$ cat config.mk
export PLATFORM = sky130hd
export DESIGN_NAME = mole_spawner
export DESIGN_NICKNAME = d
export VERILOG_FILES = /design/src/rtl/mole_spawner.sv
export SDC_FILE = /design/constraint.sdc
export NUM_CORES = 1
export LEC_CHECK = 0
export CORE_MARGIN = 2
export CORE_UTILIZATION = 49
export CTS_BUF_LIST = sky130_fd_sc_hd__clkbuf_16
export CTS_CLUSTER_SIZE = 40
export DETAILED_ROUTE_END_ITERATION = 10
export GPL_ROUTABILITY_DRIVEN = 0
export GPL_TIMING_DRIVEN = 0
export PLACE_DENSITY_LB_ADDON = 0.05
export SETUP_SLACK_MARGIN = 0.05
export SLEW_MARGIN = 25
export SYNTH_ARGS = -nofsm -noshare
export SYNTH_HDL_FRONTEND = slang
export SYNTH_SLANG_ARGS = --single-unit
$ cat constraint.sdc
create_clock -name clk -period 2.5 [get_ports clk]
set_clock_uncertainty 0.2 [all_clocks]
set_input_delay 0.25 -clock clk [delete_from_list [all_inputs] [get_ports clk]]
set_output_delay 0.25 -clock clk [all_outputs]
set_load 0.01 [all_outputs]
$ cat src/rtl/mole_spawner.sv
// Whack-a-mole spawner: raises one mole at a time from a random hole, times its
// up-window and scores hits (new rising presses on the raised hole) and misses.
module mole_spawner #(
  parameter int unsigned MIN_GAP    = 8,
  parameter int unsigned MIN_UP     = 16,
  parameter int unsigned COOL_TICKS = 4
) (
  input  logic        clk,
  input  logic        reset,
  input  logic        enable,
  input  logic        tick,
  input  logic [15:0] rnd,
  input  logic [7:0]  hit,
  output logic [7:0]  mole,
  output logic        hit_pulse,
  output logic        miss_pulse,
  output logic [7:0]  hit_count,
  output logic [7:0]  miss_count,
  output logic [1:0]  state
);

  typedef enum logic [1:0] {
    IDLE = 2'd0,
    GAP  = 2'd1,
    UP   = 2'd2,
    COOL = 2'd3
  } state_e;

  state_e     state_q, state_d;
  logic [7:0] timer_q, timer_d;
  logic [7:0] hit_q;
  logic [2:0] last_hole_q, last_hole_d;
  logic       last_valid_q, last_valid_d;
  logic       hit_pulse_d, miss_pulse_d;
  logic       hit_inc, miss_inc;

  logic [7:0] press;
  logic       expired;
  logic [7:0] gap_load;
  logic [7:0] up_load;
  logic [2:0] cand;
  logic [2:0] sel_hole;

  // Bits of the random word that no decision depends on.
  logic unused_rnd;
  assign unused_rnd = ^{rnd[11:9], rnd[3]};

  assign press    = hit & ~hit_q;
  assign expired  = tick && (timer_q == 8'd0);
  assign gap_load = 8'(MIN_GAP) + {4'd0, rnd[15:12]};
  assign up_load  = 8'(MIN_UP) + {3'd0, rnd[8:4]};
  assign cand     = rnd[2:0];
  // Never show the same hole twice in a row; the 3-bit add wraps 7 to 0.
  assign sel_hole = (last_valid_q && (cand == last_hole_q)) ? cand + 3'd1 : cand;

  // NOTE: every signal assigned here gets a default first, so no path can infer a latch.
  always_comb begin
    state_d      = state_q;
    timer_d      = timer_q;
    last_hole_d  = last_hole_q;
    last_valid_d = last_valid_q;
    hit_pulse_d  = 1'b0;
    miss_pulse_d = 1'b0;
    hit_inc      = 1'b0;
    miss_inc     = 1'b0;

    if (!enable) begin
      state_d      = IDLE;
      timer_d      = 8'd0;
      last_valid_d = 1'b0;
    end else begin
      case (state_q)
        IDLE: begin
          state_d = GAP;
          timer_d = gap_load;
        end
        GAP: begin
          if (expired) begin
            state_d      = UP;
            timer_d      = up_load;
            last_hole_d  = sel_hole;
            last_valid_d = 1'b1;
          end else if (tick) begin
            timer_d = timer_q - 8'd1;
          end
        end
        UP: begin
          // A press wins over a simultaneous timeout.
          if (press[last_hole_q]) begin
            state_d     = COOL;
            timer_d     = 8'(COOL_TICKS);
            hit_pulse_d = 1'b1;
            hit_inc     = 1'b1;
          end else if (expired) begin
            state_d      = COOL;
            timer_d      = 8'(COOL_TICKS);
            miss_pulse_d = 1'b1;
            miss_inc     = 1'b1;
          end else if (tick) begin
            timer_d = timer_q - 8'd1;
          end
        end
        COOL: begin
          if (expired) begin
            state_d = GAP;
            timer_d = gap_load;
          end else if (tick) begin
            timer_d = timer_q - 8'd1;
          end
        end
        default: begin
          state_d = IDLE;
          timer_d = 8'd0;
        end
      endcase
    end
  end

  // NOTE: sequential state uses non-blocking assignments only, so every register
  // samples the pre-edge values regardless of statement order.
  always_ff @(posedge clk or negedge reset) begin
    if (!reset) begin
      state_q      <= IDLE;
      timer_q      <= 8'd0;
      hit_q        <= 8'd0;
      last_hole_q  <= 3'd0;
      last_valid_q <= 1'b0;
      hit_pulse    <= 1'b0;
      miss_pulse   <= 1'b0;
      hit_count    <= 8'd0;
      miss_count   <= 8'd0;
    end else begin
      state_q      <= state_d;
      timer_q      <= timer_d;
      hit_q        <= hit;
      last_hole_q  <= last_hole_d;
      last_valid_q <= last_valid_d;
      hit_pulse    <= hit_pulse_d;
      miss_pulse   <= miss_pulse_d;
      if (hit_inc && (hit_count != 8'hFF)) begin
        hit_count <= hit_count + 8'd1;
      end
      if (miss_inc && (miss_count != 8'hFF)) begin
        miss_count <= miss_count + 8'd1;
      end
    end
  end

  // Decoded from the state register so an asynchronous reset drops the mole at once.
  always_comb begin
    mole = 8'd0;
    if (state_q == UP) begin
      mole[last_hole_q] = 1'b1;
    end
  end

  assign state = state_q;

endmodule
Yosys cells after proc, flatten, opt, wreduce, memory -nomap -nowiden:

Cells that the tools add are included.

* bits in registers: 40
* output and inout bits: 28
* logic and storage cells: 69

* $add $sub $neg: 6
* magnitude comparators: 2
* equality and inequality tests: 11
* muxes and demuxes: 29
* bitwise logic cells: 2
* reductions and logical operators: 10

Operators by type and width (number)
* 8-bit two-way mux: 7
* 8-bit case mux with 4 select lines: 1
* 8-bit by 1-bit adder with 8-bit output (second input constant): 2
* 8-bit inequality test (second input constant): 2
* 1-bit two-way mux: 12
* 2-bit two-way mux: 5
* 8-bit bitwise AND: 1
* 8-bit zero test: 1
* 8-bit NOT: 1
* 2-bit case mux with 4 select lines: 1
* 8-bit by 1-bit subtractor with 8-bit output (second input constant): 1
* 5-bit by 5-bit adder with 6-bit output (first input constant): 1
* 3-bit inequality test (second input constant): 2
* 3-bit AND reduction: 2
* 4-bit by 4-bit adder with 5-bit output (first input constant): 1
* 1-bit logical AND: 5
* 2-bit == test (second input constant): 2
* 3-bit by 4-bit less-than comparator with 1-bit output (second input constant): 1
* 2-bit by 1-bit inequality test with 1-bit output (second input constant): 2
* 4-bit inequality test (second input constant): 1
* 3-bit by 1-bit adder with 3-bit output (second input constant): 1
* 1-bit binary-select mux with 3-bit select: 1
* 1-bit demux with 3-bit select: 1
* 3-bit == test: 1
* other kinds (5): 5

Logic depth before layout (Yosys ltp):

* depth in word-level cells: 8
* gate-level depth with buffers: 8
* mapped depth without buffers: 7

Worst setup path after synthesis:

Ideal clock, no wire load.

* path type: reg-to-reg
* start point: register timer_q[0]
* end point: register miss_count[1]
* arrival: 1.976 ns
* data required time: 2.175 ns
* setup slack: 0.200 ns
* cell stages (with the launch flop): 8
* buffers on the path: 0
* clock period less this slack: 2.300 ns
* cell sequence: dfrtp_1 inv_1 ha_1 or4b_4 nor2_8 nand3_4 nor3b_2 mux2_2

* longest elaborated chain between the ends: 7

RTL lines
* start, declared: line 30 `logic [7:0] timer_q, timer_d;`
* start signal, assigned: line 134 `timer_q <= timer_d;`
* 8-bit zero test: line 49 `assign expired = tick && (timer_q == 8'd0);`
* 1-bit logical AND: line 49
* 1-bit two-way mux: line 94 `end else if (expired) begin`
* 1-bit two-way mux: line 89 `if (press[last_hole_q]) begin`
* 1-bit two-way mux: line 72 `case (state_q)`
* 1-bit two-way mux: line 67 `if (!enable) begin`
* 1-bit logical AND: line 143 `if (miss_inc && (miss_count != 8'hFF)) begin`
* end signal, assigned: line 144 `miss_count <= miss_count + 8'd1;`
* end, declared: line 18 `output logic [7:0] miss_count,`

Every way passes these cells.
A chain may end at the register's enable or synchronous reset.

Worst setup path in the final report:

Same ends and word-level chain as after synthesis.

==> metrics.md <==
| Metric | Value |
|---|---|
| Syn_nets | `about 270` |
| Port Buffers | `roughly 50` |
| DR pass1 iterations | `4` |
| CP Capture Type | `flop` |
| Netlist cell types | `50` |
| Tmin final | `between 2 and 2.5 ns` |
| Highest clock rate | `around 420 MHz` |
| Initial DRC Count | `around 200` |
| DR vias/cell | `around 5.5` |
| Total Routing Usage GR | `20.6%` |
| Final setup viols | `0` |
| Lkg Pwr | `0.00142 µW` |
| Peak fanout along the critical path | `7` |
| Worst-Margin Slew | `between 0.7 and 0.8 ns` |
| CP Launch Type | `flop` |
| Avg Cell Area, Syn | `approximately 9.8 µm²` |
| Final Hold Vio Count | `0` |
| Worst-path clk slew | `~0.060 ns` |
| Peak supply drop | `0.520 mV` |
| DP Wirelength | `roughly 3.6 mm` |
| Die Y | `~72 µm` |
| Register area share after synthesis | `43.5%` |
| Worst Reg2Reg Path Length in Cells | `7` |
| Starting density of the core | `51.7%` |
| Latest clock arrival within the worst-skew pair | `around 0.28 ns` |
| Crit Path Class | `flop to flop` |
| N_diodes | `0` |
| Max-cap viol count | `0` |
| Num CTS Buffers | `5` |
| Critical path required time | `about 2.5 ns` |
| Die W | `between 70 and 80 µm` |
| Core Region | `about 4400 µm²` |
| Synth Cell Area | `approximately 2300 µm²` |
| TritonCTS clock tree | `built` |
| Layout cells sized above 1 | `around 13%` |
| Synth Register Bits | `40` |
| I/O pin count | `56` |
| FP Rows | `24` |
| Final TNS setup | `0 ns` |
| Post-route DRC | `0` |
| Yosys warning count | `0` |
| PwrDens | `~900 nW/µm²` |
| Root Driver | `clkbuf_16` |
| Htree depth | `2` |
| Synth Instances | `about 230` |
| Final core occ | `71.3%` |
| Initial antenna violation count | `0` |
| First-pass GRT wire length | `roughly 8.5 mm` |
| Relative slew slack | `52.4%` |
| Largest net degree at the start of global routing | `26` |
| Clk buf depth | `2` |
| Dpl cell area | `2890 µm²` |
| P&R area growth vs syn | `37.9%` |
| Post-DR wirelength/cell | `~15 µm` |
| Antenna viol nets, final | `0` |
| Worst hold path class | `input pin to async pin` |
| Slew Limit Fails | `0` |
| Fin area | `3170 µm²` |
| Vias post-DR | `1943` |
| Die area | `between 5000 and 6000 µm²` |
| Overflow left after global routing | `0` |
| # fillers | `about 340` |
| RSZ-0062 raised after global routing | `yes` |
| Num Clock Sinks | `40` |
| Fin crit share | `95.1%` |
| WP data arrival | `2.35 ns` |
| Final nets | `336` |
| Run status | `finished clean` |
| Final wirelength | `between 5 and 6 mm` |
| Vias in the first global route | `between 1500 and 2000` |
## state kept, by name (all words and copies together) (netlist names)
register / cells
last_valid_q: 1
state: 2
last_hole_q: 3
miss_count: 8
hit_count: 8
miss_pulse: 1
hit_q: 8
timer_q: 8
hit_pulse: 1
## cell type report
type	instances	area (µm²)	share of cell area [%]
tap	52	65.1	2.05
inverter	12	45.0	1.42
clock buffer	5	125	3.95
timing repair buffer	58	577	18.2
sequential	40	1000	31.6
multi-input combinational	173	1260	39.7
clock inverter	3	37.5	1.18
buffer	9	61.3	1.93
## timing repair
item                                   CTS  global route
endpoints found under the hold margin   15             0
resized for setup                        6            15
hold buffers                             1             0
buffers inserted                         4             1
cloned                                   0             0
setup endpoints to repair               19            19
pin swaps                                1             2
## cells by family after synthesis
logic type | Yosys count | synth area share, %
AO/OA/AOI/OAI | 41 | 11.9
buffers and inverters | 21 | 4.14
flip-flops | 40 | 43.5
XOR/XNOR | 21 | 8.00
adder cells (fa/ha/maj) | 9 | 4.90
multiplexers | 5 | 2.83
AND/OR/NAND/NOR | 97 | 24.7
## synth_stat cells, drive strengths merged
library cell	n	area, µm²
dfrtp	40	1000
nand2	22	82.6
nor2	22	98.9
xor2	15	131
inv	12	45.0
nand3	12	72.6
a21oi	10	50.1
ha	9	113
o21ai	7	35.0
nand2b	6	37.5
nor3b	6	50.1
nor4b	6	58.8
xnor2	6	52.6
a31oi	5	31.3
buf	5	33.8
nor3	5	25.0
nor4	5	43.8
clkbuf	4	16.3
nor2b	4	25.0
a221oi	3	26.3
a211o	2	17.5
mux2	2	22.5
mux2i	2	20.0
nand4	2	12.5
o21a	2	15.0
o22ai	2	12.5
o311a	2	20.0
o31ai	2	15.0
or4b	2	23.8
a211oi	1	7.51
a21boi	1	7.51
a22oi	1	7.51
a2bb2oi	1	8.76
a311o	1	10.0
and2b	1	7.51
and3	1	6.26
and4b	1	10.0
mux4	1	22.5
o211a	1	10.0
or2	1	6.26
or3	1	6.26
## through the flow
stage | worst slack [ns] | hold slack (ns) | instances | total power [µW]
after floorplan | 0.200 | -0.246 | 234 | 1690
after CTS | 0.0705 | 0.237 | 351 | 2840
after global placement | -0.289 | 0.265 | 337 | 2030
after detailed placement | -0.309 | -0.00661 | 338 | 2040
final | 0.122 | 0.228 | 352 | 2890
after global routing | 0.0210 | 0.253 | 352 | 3070
## cell usage in the layout (no fill, tap or decap), drive strengths merged, types with 3 or more instances in the layout
| cell type | n |
|---|---|
| nand3 | 12 |
| clkbuf | 9 |
| a221oi | 3 |
| a31oi | 5 |
| nor4 | 5 |
| a21oi | 10 |
| clkdlybuf4s50 | 47 |
| inv | 12 |
| xor2 | 15 |
| nor3b | 6 |
| ha | 9 |
| nor2 | 22 |
| nor2b | 4 |
| nand2 | 22 |
| nor4b | 6 |
| nand2b | 6 |
| xnor2 | 6 |
| nor3 | 5 |
| dfrtp | 40 |
| buf | 12 |
| o21ai | 7 |
## worst max-delay path, cell delays in order, from the launching register on
cell and delay (ns):
dfrtp_1 0.41, inv_1 0.09, ha_1 0.16, or4b_4 0.52
nor2_8 0.17, nand3_4 0.14, nor3b_4 0.23, mux2_2 0.35
## power by group
part | total (µW) | switching [µW] | internal, µW
Clock | 709 | 245 | 464
Sequential | 872 | 115 | 757
Combinational | 1310 | 684 | 621
Total | 2890 | 1040 | 1840
## final timing paths
check                                         start                        end  slack [ns]
setup / recovery               timer_q[0]$_DFF_PN0_  miss_count[1]$_DFFE_PN0P_        0.12
hold reg to reg            hit_count[5]$_DFFE_PN0P_   hit_count[5]$_DFFE_PN0P_        0.29
min in group clk                             hit[5]         hit_q[5]$_DFF_PN0_        0.24
max in group asynchronous                     reset         hit_q[7]$_DFF_PN0_        1.42
setup reg to reg               timer_q[0]$_DFF_PN0_  miss_count[1]$_DFFE_PN0P_        0.12
hold / removal                                reset   hit_count[5]$_DFFE_PN0P_        0.23
## routing by layer
metal,global-route usage (%),share of wire [%],up-vias
met1,29.4,48,931
met3,4.86,4.8,5
met5,0,0,-
met2,31.7,46,48
met4,5.56,0.94,0
li1,-,-,959
Power figures use the tool's default switching activity.
